$ cat config.mk
export PLATFORM = sky130hd
export DESIGN_NAME = hilo_unit
export DESIGN_NICKNAME = d
export VERILOG_FILES = /design/src/rtl/hilo_unit_pkg.sv /design/src/rtl/hilo_unit_div_radix2.sv /design/src/rtl/hilo_unit.sv
export SDC_FILE = /design/constraint.sdc
export NUM_CORES = 2
export LEC_CHECK = 0
export BUFFER_PORTS_ARGS = -buffer_cell sky130_fd_sc_hd__buf_2
export CORE_MARGIN = 2
export CORE_UTILIZATION = 54
export CTS_CLUSTER_SIZE = 14
export DETAILED_ROUTE_END_ITERATION = 8
export PLACE_DENSITY = 0.71
export SLEW_MARGIN = 10
export SYNTH_ARGS = -nofsm -noshare
export SYNTH_HDL_FRONTEND = slang
export SYNTH_SLANG_ARGS = --single-unit
$ cat constraint.sdc
create_clock -name clk -period 13.7 [get_ports clk]
set_input_delay 0 -clock clk [delete_from_list [all_inputs] [get_ports clk]]
set_output_delay 0 -clock clk [all_outputs]
set_load 0.05 [all_outputs]
$ cat src/rtl/hilo_unit_pkg.sv
// ============================================================================
// Module : hilo_unit_pkg
// Brief  : Shared HI/LO operation field bit indices and FSM state encoding.
// Rev    : 1.0 - initial release
// ============================================================================
`default_nettype none

package hilo_unit_pkg;

    localparam int HILO_OP_W     = 13;
    localparam int HILO_OP_MTHI  = 0;
    localparam int HILO_OP_MTLO  = 1;
    localparam int HILO_OP_MFHI  = 2;
    localparam int HILO_OP_MFLO  = 3;
    localparam int HILO_OP_DIV   = 4;
    localparam int HILO_OP_DIVU  = 5;
    localparam int HILO_OP_MULT  = 6;
    localparam int HILO_OP_MULTU = 7;
    localparam int HILO_OP_MUL   = 8;
    localparam int HILO_OP_MADD  = 9;
    localparam int HILO_OP_MADDU = 10;
    localparam int HILO_OP_MSUB  = 11;
    localparam int HILO_OP_MSUBU = 12;

    typedef logic [2:0] hilo_state_t;

    localparam hilo_state_t ST_IDLE     = 3'd0;
    localparam hilo_state_t ST_MUL      = 3'd1;
    localparam hilo_state_t ST_DIV_INIT = 3'd2;
    localparam hilo_state_t ST_DIV_ITER = 3'd3;
    localparam hilo_state_t ST_DIV_FIX  = 3'd4;

    localparam int DIV_ITERS = 32;

endpackage

`default_nettype wire

$ cat src/rtl/hilo_unit_div_radix2.sv
// ============================================================================
// Module : hilo_unit_div_radix2
// Brief  : Radix-2 restoring divider (signed/unsigned) with sign fix-up.
//          Optional early out on small dividend / zero divisor: HILO_DIV_EARLY_OUT_EN
// Rev    : 1.0 - initial release
// ============================================================================
`default_nettype none

module hilo_unit_div_radix2
    import hilo_unit_pkg::*;
(
    input  logic        clk,
    input  logic        reset,
    input  logic        start_i,
    input  logic        cancel_i,
    input  logic        signed_i,
    input  logic [31:0] dividend_i,
    input  logic [31:0] divisor_i,
    output logic        skip_o,
    output logic        last_o,
    output logic        done_o,
    output logic [31:0] quotient_o,
    output logic [31:0] remainder_o
);

    localparam logic [1:0] PH_IDLE = 2'd0;
    localparam logic [1:0] PH_INIT = 2'd1;
    localparam logic [1:0] PH_ITER = 2'd2;
    localparam logic [1:0] PH_FIX  = 2'd3;

    logic [1:0]  phase_q;
    logic [31:0] raw_a_q, raw_b_q, rem_q, quo_q, dvs_q;
    logic [4:0]  cnt_q;
    logic        sgn_q, qneg_q, rneg_q, zero_q;

    logic [31:0] w_a_mag, w_b_mag;
    logic [32:0] w_shift, w_diff;
    logic        w_fits, w_skip;

    assign w_a_mag = (sgn_q && raw_a_q[31]) ? -raw_a_q : raw_a_q;
    assign w_b_mag = (sgn_q && raw_b_q[31]) ? -raw_b_q : raw_b_q;
    assign w_shift = {rem_q, quo_q[31]};
    assign w_diff  = w_shift - {1'b0, dvs_q};
    assign w_fits  = ~w_diff[32];

`ifdef HILO_DIV_EARLY_OUT_EN
    assign w_skip = (phase_q == PH_INIT) && ((w_b_mag == 32'd0) || (w_a_mag < w_b_mag));
`else
    assign w_skip = 1'b0;
`endif

    always_ff @(posedge clk or posedge reset) begin
        if (reset) begin
            phase_q <= PH_IDLE;
            raw_a_q <= '0;
            raw_b_q <= '0;
            rem_q   <= '0;
            quo_q   <= '0;
            dvs_q   <= '0;
            cnt_q   <= '0;
            sgn_q   <= 1'b0;
            qneg_q  <= 1'b0;
            rneg_q  <= 1'b0;
            zero_q  <= 1'b0;
        end else if (cancel_i) begin
            phase_q <= PH_IDLE;
        end else begin
            case (phase_q)
                PH_IDLE: begin
                    if (start_i) begin
                        raw_a_q <= dividend_i;
                        raw_b_q <= divisor_i;
                        sgn_q   <= signed_i;
                        phase_q <= PH_INIT;
                    end
                end
                PH_INIT: begin
                    qneg_q <= sgn_q & (raw_a_q[31] ^ raw_b_q[31]);
                    rneg_q <= sgn_q & raw_a_q[31];
                    zero_q <= (raw_b_q == 32'd0);
                    dvs_q  <= w_b_mag;
                    cnt_q  <= 5'(DIV_ITERS - 1);
                    if (w_skip) begin
                        quo_q   <= '0;
                        rem_q   <= w_a_mag;
                        phase_q <= PH_FIX;
                    end else begin
                        quo_q   <= w_a_mag;
                        rem_q   <= '0;
                        phase_q <= PH_ITER;
                    end
                end
                PH_ITER: begin
                    // Dividend bits shift out of quo_q as quotient bits shift in.
                    quo_q <= {quo_q[30:0], w_fits};
                    rem_q <= w_fits ? w_diff[31:0] : w_shift[31:0];
                    cnt_q <= cnt_q - 5'd1;
                    if (cnt_q == 5'd0) begin
                        phase_q <= PH_FIX;
                    end
                end
                default: phase_q <= PH_IDLE;
            endcase
        end
    end

    assign skip_o = w_skip;
    assign last_o = (phase_q == PH_ITER) && (cnt_q == 5'd0);
    assign done_o = (phase_q == PH_FIX);

    // Divide by zero returns all-ones quotient and the raw dividend as remainder.
    assign quotient_o  = zero_q ? 32'hFFFF_FFFF : (qneg_q ? -quo_q : quo_q);
    assign remainder_o = zero_q ? raw_a_q       : (rneg_q ? -rem_q : rem_q);

endmodule

`default_nettype wire

$ cat src/rtl/hilo_unit.sv
// ============================================================================
// Module : hilo_unit
// Brief  : HI/LO register owner: moves, multiply/MAC and iterative divide.
//          Optional divider early out: HILO_DIV_EARLY_OUT_EN
// Rev    : 1.0 - initial release
// ============================================================================
`default_nettype none

module hilo_unit
    import hilo_unit_pkg::*;
#(
    parameter int          MUL_LAT    = 2,
    parameter logic [31:0] HILO_RESET = 32'h0
) (
    input  logic                 clk,
    input  logic                 reset,
    input  logic                 req_valid,
    output logic                 req_ready,
    input  logic [HILO_OP_W-1:0] req_op,
    input  logic [31:0]          src1,
    input  logic [31:0]          src2,
    input  logic                 flush,
    output logic                 resp_valid,
    output logic [31:0]          resp_data,
    output logic                 busy,
    output logic [31:0]          hi,
    output logic [31:0]          lo
);

    localparam logic [1:0] MK_SET  = 2'd0;
    localparam logic [1:0] MK_ADD  = 2'd1;
    localparam logic [1:0] MK_SUB  = 2'd2;
    localparam logic [1:0] MK_RESP = 2'd3;
    localparam logic [1:0] MCNT_INIT = 2'(MUL_LAT - 1);

    hilo_state_t state_q, state_d;
    logic [31:0] hi_q, hi_d, lo_q, lo_d, a_q, a_d, b_q, b_d;
    logic [31:0] resp_data_q, resp_data_d;
    logic        resp_valid_q, resp_valid_d;
    logic        msgn_q, msgn_d;
    logic [1:0]  mkind_q, mkind_d, mcnt_q, mcnt_d;

    logic        w_onehot, w_accept, w_is_mul, w_is_div;
    logic [63:0] w_ea, w_eb, w_prod, w_hilo;
    logic        w_div_skip, w_div_last, w_div_done;
    logic [31:0] w_div_q, w_div_r;

    assign w_onehot = (req_op != '0) && ((req_op & (req_op - 13'd1)) == '0);
    assign w_accept = req_valid && (state_q == ST_IDLE) && !flush && w_onehot;
    assign w_is_mul = |req_op[HILO_OP_MSUBU:HILO_OP_MULT];
    assign w_is_div = req_op[HILO_OP_DIV] | req_op[HILO_OP_DIVU];

    assign w_ea   = {{32{msgn_q & a_q[31]}}, a_q};
    assign w_eb   = {{32{msgn_q & b_q[31]}}, b_q};
    assign w_prod = w_ea * w_eb;
    assign w_hilo = {hi_q, lo_q};

    hilo_unit_div_radix2 u_div (
        .clk         (clk),
        .reset       (reset),
        .start_i     (w_accept & w_is_div),
        .cancel_i    (flush),
        .signed_i    (req_op[HILO_OP_DIV]),
        .dividend_i  (src1),
        .divisor_i   (src2),
        .skip_o      (w_div_skip),
        .last_o      (w_div_last),
        .done_o      (w_div_done),
        .quotient_o  (w_div_q),
        .remainder_o (w_div_r)
    );

    always_comb begin
        state_d      = state_q;
        hi_d         = hi_q;
        lo_d         = lo_q;
        a_d          = a_q;
        b_d          = b_q;
        msgn_d       = msgn_q;
        mkind_d      = mkind_q;
        mcnt_d       = mcnt_q;
        resp_valid_d = 1'b0;
        resp_data_d  = resp_data_q;
        case (state_q)
            ST_IDLE: begin
                if (w_accept) begin
                    if (req_op[HILO_OP_MTHI]) hi_d = src1;
                    if (req_op[HILO_OP_MTLO]) lo_d = src1;
                    if (req_op[HILO_OP_MFHI] || req_op[HILO_OP_MFLO]) begin
                        resp_valid_d = 1'b1;
                        resp_data_d  = req_op[HILO_OP_MFHI] ? hi_q : lo_q;
                    end
                    if (w_is_mul) begin
                        state_d = ST_MUL;
                        a_d     = src1;
                        b_d     = src2;
                        mcnt_d  = MCNT_INIT;
                        msgn_d  = req_op[HILO_OP_MULT] | req_op[HILO_OP_MUL] |
                                  req_op[HILO_OP_MADD] | req_op[HILO_OP_MSUB];
                        if (req_op[HILO_OP_MADD] || req_op[HILO_OP_MADDU])
                            mkind_d = MK_ADD;
                        else if (req_op[HILO_OP_MSUB] || req_op[HILO_OP_MSUBU])
                            mkind_d = MK_SUB;
                        else if (req_op[HILO_OP_MUL])
                            mkind_d = MK_RESP;
                        else
                            mkind_d = MK_SET;
                    end
                    if (w_is_div) state_d = ST_DIV_INIT;
                end
            end
            ST_MUL: begin
                if (mcnt_q == 2'd0) begin
                    state_d = ST_IDLE;
                    case (mkind_q)
                        MK_SET:  {hi_d, lo_d} = w_prod;
                        MK_ADD:  {hi_d, lo_d} = w_hilo + w_prod;
                        MK_SUB:  {hi_d, lo_d} = w_hilo - w_prod;
                        default: begin
                            resp_valid_d = 1'b1;
                            resp_data_d  = w_prod[31:0];
                        end
                    endcase
                end else begin
                    mcnt_d = mcnt_q - 2'd1;
                end
            end
            ST_DIV_INIT: state_d = w_div_skip ? ST_DIV_FIX : ST_DIV_ITER;
            ST_DIV_ITER: if (w_div_last) state_d = ST_DIV_FIX;
            ST_DIV_FIX: begin
                state_d = ST_IDLE;
                if (w_div_done) begin
                    lo_d = w_div_q;
                    hi_d = w_div_r;
                end
            end
            default: state_d = ST_IDLE;
        endcase
        // A flush wins over any commit scheduled for this edge.
        if (flush) begin
            state_d      = ST_IDLE;
            hi_d         = hi_q;
            lo_d         = lo_q;
            resp_valid_d = 1'b0;
            resp_data_d  = resp_data_q;
        end
    end

    always_ff @(posedge clk or posedge reset) begin
        if (reset) begin
            state_q      <= ST_IDLE;
            hi_q         <= HILO_RESET;
            lo_q         <= HILO_RESET;
            a_q          <= '0;
            b_q          <= '0;
            msgn_q       <= 1'b0;
            mkind_q      <= MK_SET;
            mcnt_q       <= '0;
            resp_valid_q <= 1'b0;
            resp_data_q  <= '0;
        end else begin
            state_q      <= state_d;
            hi_q         <= hi_d;
            lo_q         <= lo_d;
            a_q          <= a_d;
            b_q          <= b_d;
            msgn_q       <= msgn_d;
            mkind_q      <= mkind_d;
            mcnt_q       <= mcnt_d;
            resp_valid_q <= resp_valid_d;
            resp_data_q  <= resp_data_d;
        end
    end

    assign req_ready  = (state_q == ST_IDLE);
    assign busy       = (state_q != ST_IDLE);
    assign resp_valid = resp_valid_q;
    assign resp_data  = resp_data_q;
    assign hi         = hi_q;
    assign lo         = lo_q;

endmodule

`default_nettype wire
* After elaboration in Yosys (flattened, before gate mapping)
Index checks and enable logic that the tools add are counted.
** Operators by class
- Reduce and logical (&&, ||, !) cells :: 35
- Add/subtract/negate cells :: 10
- Multiply operators :: 1
- Bitwise operators :: 13
- Equality and inequality tests :: 25
- Mux-type cells :: 52
** Operator list (number)
- 32-bit two-way mux :: 20
- 32-bit one-hot mux with 3 select lines :: 4
- 32-bit one-hot mux with 2 select lines :: 3
- 32-bit negation :: 4
- 64-bit adder :: 1
- 33-bit by 33-bit multiplier with 64-bit output :: 1
- 64-bit subtractor :: 1
- 33-bit by 32-bit subtractor with 33-bit output :: 1
- 32-bit logical NOT :: 1
- 2-bit two-way mux :: 9
- 3-bit two-way mux :: 6
- 7-bit AND reduction :: 2
- 13-bit bitwise AND :: 1
- 13-bit logical NOT :: 1
- 13-bit nonzero test :: 1
- 13-bit by 1-bit subtractor with 13-bit output, second input constant :: 1
- 2-bit by 1-bit inequality test with 1-bit output, second input constant :: 6
- 3-bit one-hot mux with 4 select lines :: 1
- 5-bit one-hot mux with 2 select lines :: 1
- 3-bit by 2-bit inequality test with 1-bit output, second input constant :: 3
- 4-bit AND reduction :: 2
- 1-bit logical AND :: 7
- 7-bit OR reduction :: 1
- 2-bit == test, second input constant :: 3
- other kinds (30) :: 55
** Storage, ports and cells
- Bits of input ports :: 81
- Output and inout port bits :: 99
- Word-level logic and storage cells :: 157
- Flip-flop bits (word level) :: 340

* Logic depth before layout (Yosys ltp)
- Depth after elaboration :: 9
- Depth in mapped cells :: 45
- Gate-level depth less buffers :: 41

* By module
From an unflattened synthesis, not the netlist that was laid out.
** Second synthesis, totals
- Cell total of the unflattened synthesis :: 7677
- Area, all modules :: 66555.1 um^2
** Modules (own cells, without submodules)
- hilo_unit :: cells an instance 6276, area each 54636.2 um^2, times used 1, sequential area each 4229.1 um^2
- hilo_unit_div_radix2 :: cells an instance 1401, area each 11918.9 um^2, times used 1, sequential area each 4279.1 um^2

* Worst setup path after synthesis
No wires, ideal clock.
- Kind :: register -> register
- Start :: register a_q[31]
- End :: register hi_q[30], in the netlist hi[30]
- Data arrival time :: 9.900 ns
- Cell stages (with the launch flop) :: 39
- Required time :: 13.572 ns
- Path slack :: 3.672 ns
- Path through :: dfrtp_1 clkbuf_1 and2_1 clkbuf_1 nand2_1 inv_1 fa_1 fa_1 fa_1 inv_1 fa_1 inv_1 fa_1 fa_1 inv_1 fa_1 fa_1 inv_1 [3 not listed] a2111oi_0 nor3_1 o32ai_2 o31ai_2 a221o_1 a31oi_2 xnor2_1 ha_1 clkbuf_1 inv_1 nor3_1 nand3_1 nor3_1 nand3_1 o221ai_1 xor2_1 a221oi_1 o31ai_1
** Between the ends
- Longest elaborated chain between the ends :: 6
** RTL lines
- from (decl) :: line hilo_unit.sv:37 : logic [31:0] hi_q, hi_d, lo_q, lo_d, a_q, a_d, b_q, b_d;
- from (signal assigned) :: line hilo_unit.sv:154 : a_q <= '0;
- from (signal assigned) :: line hilo_unit.sv:165 : a_q <= a_d;
- 1-bit bitwise AND :: line hilo_unit.sv:53 : assign w_ea = {{32{msgn_q & a_q[31]}}, a_q};
- 33-bit by 33-bit multiplier with 64-bit output (*) :: line hilo_unit.sv:55 : assign w_prod = w_ea * w_eb;
- 64-bit subtractor or 64-bit adder (tied branches) :: line hilo_unit.sv:118, hilo_unit.sv:117
- 32-bit one-hot mux with 3 select lines (*) :: line hilo_unit.sv:115 : case (mkind_q)
- 32-bit two-way mux (*) :: line hilo_unit.sv:113 : if (mcnt_q == 2'd0) begin
- 32-bit one-hot mux with 3 select lines (*) :: line hilo_unit.sv:84 : case (state_q)
- to (signal assigned) :: line hilo_unit.sv:163 : hi_q <= hi_d;
- to (decl) :: line hilo_unit.sv:37
Every way passes the cells marked *; elsewhere a longest branch is shown, timed or not. The select of a mux whose other input is x is not followed.
A chain may end at the register's enable or synchronous reset.

* Final worst setup path
- Start :: register b_q[0]
- End :: register hi_q[26], in the netlist hi[26]
** Between the ends
- Longest elaborated chain between the ends :: 5
** RTL lines
- from (decl) :: line hilo_unit.sv:37
- from (signal assigned) :: line hilo_unit.sv:155 : b_q <= '0;
- from (signal assigned) :: line hilo_unit.sv:166 : b_q <= b_d;
- 33-bit by 33-bit multiplier with 64-bit output (*) :: line hilo_unit.sv:55
- 64-bit subtractor or 64-bit adder (tied branches) :: line hilo_unit.sv:118, hilo_unit.sv:117
- 32-bit one-hot mux with 3 select lines (*) :: line hilo_unit.sv:115
- 32-bit two-way mux (*) :: line hilo_unit.sv:113
- 32-bit one-hot mux with 3 select lines (*) :: line hilo_unit.sv:84
Marked as above.

==> results.toml <==
[run_status]
status = "finished, final reports clean"

[timing]
finalSetupViolCount = 0
fin_crit_sh = 0.924
fin_crit_ps = 12650
finalHoldViolations = 0
setup_slack_ps = 1050
setup_tns_ps = 0
fin_worst_skew_ps = 32.5
worstMarginPinSlew_ps = 1440
maxClockFrequency_mhz = 79.0
relSlewSlack = 0.0420
rsz0062_at_grt = "false"
slew_violations = 0

[logic_synthesis]
syn_nets = 9347
yosysSeqAreaShare = 0.129
ys_top_cells_by_count = "1276 x inv_1, 1222 x nand2_1, 1128 x fa_1"
synth_top_cell_by_area = "fa_1"
synth_edf_count = 0
synth_seq_cells = 340
ys_top_cells_by_area = "fa_1 34%, dfrtp_1 13%, ha_1 7.4%, inv_1 7.2%, nand2_1 6.9%"
yosys.area.top_type_share = 0.342
ys_dominant_reg_cell = "dfrtp_1"
yosysUniqueCellTypes = 104
syn_inst = 7747
yosys_warnings = 0
netlist_area_um2 = 66100
synth.most_common_cell = "inv_1"
postSynthAreaPerCell_um2 = 8.53
synthArstFlopShare = 1.00

[pwr]
swShare = 0.509
p_switching_mw = 3.10
power_frac_seq = 0.241
ir_drop_uv = 196
power_density_nw_per_um2 = 86.3
power.leakage_nw = 33.5
p_int_mw = 2.99
power_mw = 6.09
comb_power_share = 0.551
p_clk_frac = 0.208

[placed_design]
pre_cts_ws_ps = 1380
dp_cells = 9212
io_buffers = 179
post-dp-hpwl_mm = 184
globalplace.congestion = 0.996

[drt]
drt_wl_total_mm = 234
vias = 56800
first_iter_violations = 5668
vias_per_cell = 6.06
drtAntennaViolNets = 0
dr.pass1.iters = 6
route.detailed.drc = 0
wl_per_cell_um = 25.0

[final_layout]
drive_gt1_frac = 0.0703
nets = 9304
fillerInstances = 10900
synthToLayoutAreaGrowth_pct = 6.66
instances_no_fill = 9369

[clocking]
cts_buffer_depth = 3
cts_resized = 0
h-tree-depth = 2
postCtsSetupBuffers = 0
clock_sinks = 340
clk-insertion-delay-late_ps = 620
clock-root-buffer = "clkbuf_16"
hold_buffers = 72
cts_tree = "yes"
path_clk_slew_ps = 70
cts_buffers = 43

[grt]
grt_overflow = 0
track_usage = 0.381
grt_max_degree = 100
grt_antenna_before_repair = 14
grt_pass1_vias = 59100
grt_pass1_wl_mm = 363

[worst_setup_path]
crit_path_end_kind = "flip-flop"
critical_path_required_ps = 14180
rrSetupSlack_ps = 1050
critPathKind = "flip-flop to flip-flop"
max_stage_delay_ps = 890
cp_max_fo = 27
cp.arrival_ps = 13130
crit_path_start_kind = "flip-flop"
cp_slowest_cell = "nor4_1"

[floorplan]
coreArea_um2 = 122000
pin_count = 180
dieArea_um2 = 125000
die_x_um = 354
die_h_um = 354
initial_core_util = 0.543
num_rows = 128

[flow_run]
cap_viol_max_count = 0

[worst_hold_path]
hp-class = "input port to asynchronous set/reset pin"
==> layout by cell type, fill, tap and decap left out, types with 21 or more instances in the layout <==
cell type and count:
and2_1 386, nand2_1 1222, and3_1 34, mux2_2 63, o31ai_1 51, a21oi_1 372
o21a_1 31, ha_1 387, o21ai_0 321, o211ai_1 37, a221oi_1 43, inv_1 1275
xor2_1 108, nand2b_1 38, a211oi_1 32, nand4_1 37, o21ai_1 49, mux2i_1 66
a31oi_1 34, or3_1 34, clkbuf_16 43, o221ai_1 23, a21o_1 85, dfrtp_1 336
buf_4 124, a221o_1 21, or2_2 31, a41oi_1 23, nand3_1 69, xnor2_1 160
buf_2 179, o21bai_1 50, nor2b_1 32, nor3_1 70, nor4_1 35, fa_1 1128
nor2_1 324, dlygate4sd3_1 72
==> per-layer routing <==
layer  GRT usage  vias to the layer above  routed length, um
met5           0                        -                 51
li1            -                    24500                  -
met4       0.199                        8              14800
met1       0.510                    28700              92800
met2       0.588                     2937             104000
met3      0.0753                      672              22100
==> path summary, 6_finish.rpt <==
| check | start | to | depth (start not counted) |
|---|---|---|---|
| max | b_q[0] | hi[26] | 36 |
| min | reset | b_q[20] | 3 |
| max reg2reg | b_q[0] | hi[26] | 36 |
| min reg2reg | b_q[10] | b_q[10] | 2 |
| max in group asynchronous | reset | resp_data[26] | 6 |
| min in group clk | req_op[11] | mkind_q[1] | 3 |
==> sequential cells by signal, summed over array words and instances, names as in the netlist, 3 cells and up <==
name,cells
a_q,32
b_q,32
hi,32
lo,32
resp_data,32
state_q,3
u_div.cnt_q,5
u_div.dvs_q,32
u_div.quo_q,32
u_div.raw_a_q,32
u_div.raw_b_q,32
u_div.rem_q,32
==> kinds of logic (layout without fill, tap and decap cells) <==
group | after synthesis | after routing | share of synthesized area
AO/OA/AOI/OAI | 1365 | 1365 | 0.133
XOR/XNOR | 269 | 269 | 0.0358
flip-flops | 340 | 340 | 0.129
buffers and inverters | 1747 | 1736 | 0.0999
adder cells (fa/ha/maj) | 1520 | 1520 | 0.416
multiplexers | 129 | 129 | 0.0207
AND/OR/NAND/NOR | 2377 | 2377 | 0.166
other | 0 | 8 | 0
==> cell type report <==
class	instances	area, um^2	area share
multi-input combinational	5660	51100	0.724
sequential	340	8510	0.121
inverter	1284	4830	0.0685
timing repair buffer	375	2550	0.0361
tap	1625	2030	0.0288
clock buffer	56	1210	0.0172
clock inverter	21	300	0.00426
antenna	8	20.0	0.000284
==> power groups by stage <==
stage	logic [mW]	clock network, mW	registers (mW)
6_report	3.35	1.27	1.47
5_1_grt	3.59	1.31	1.46
4_1_cts	3.28	1.27	1.45
3_5_place_dp	3.24	0	1.47
3_3_place_gp	3.25	0	1.47
2_1_floorplan	2.06	0	1.60
==> stage by stage <==
step,hold slack (ps),util,instance area (um^2)
after floorplan,113,-,66100
after global placement,189,0.561,68300
after detailed placement,195,0.561,68300
after CTS,17.1,0.579,70500
after global routing,47.0,0.579,70500
final,36.6,0.579,70500
==> critical path: cells and delay by family, from the launching register on <==
kind,cells,cell delay [ps]
XOR/XNOR,2,750
AO/OA/AOI/OAI,12,4060
adder cells (fa/ha/maj),10,4660
buffers and inverters,8,810
flip-flops,1,740
AND/OR/NAND/NOR,4,1460
(Power assumes the default switching activity.)
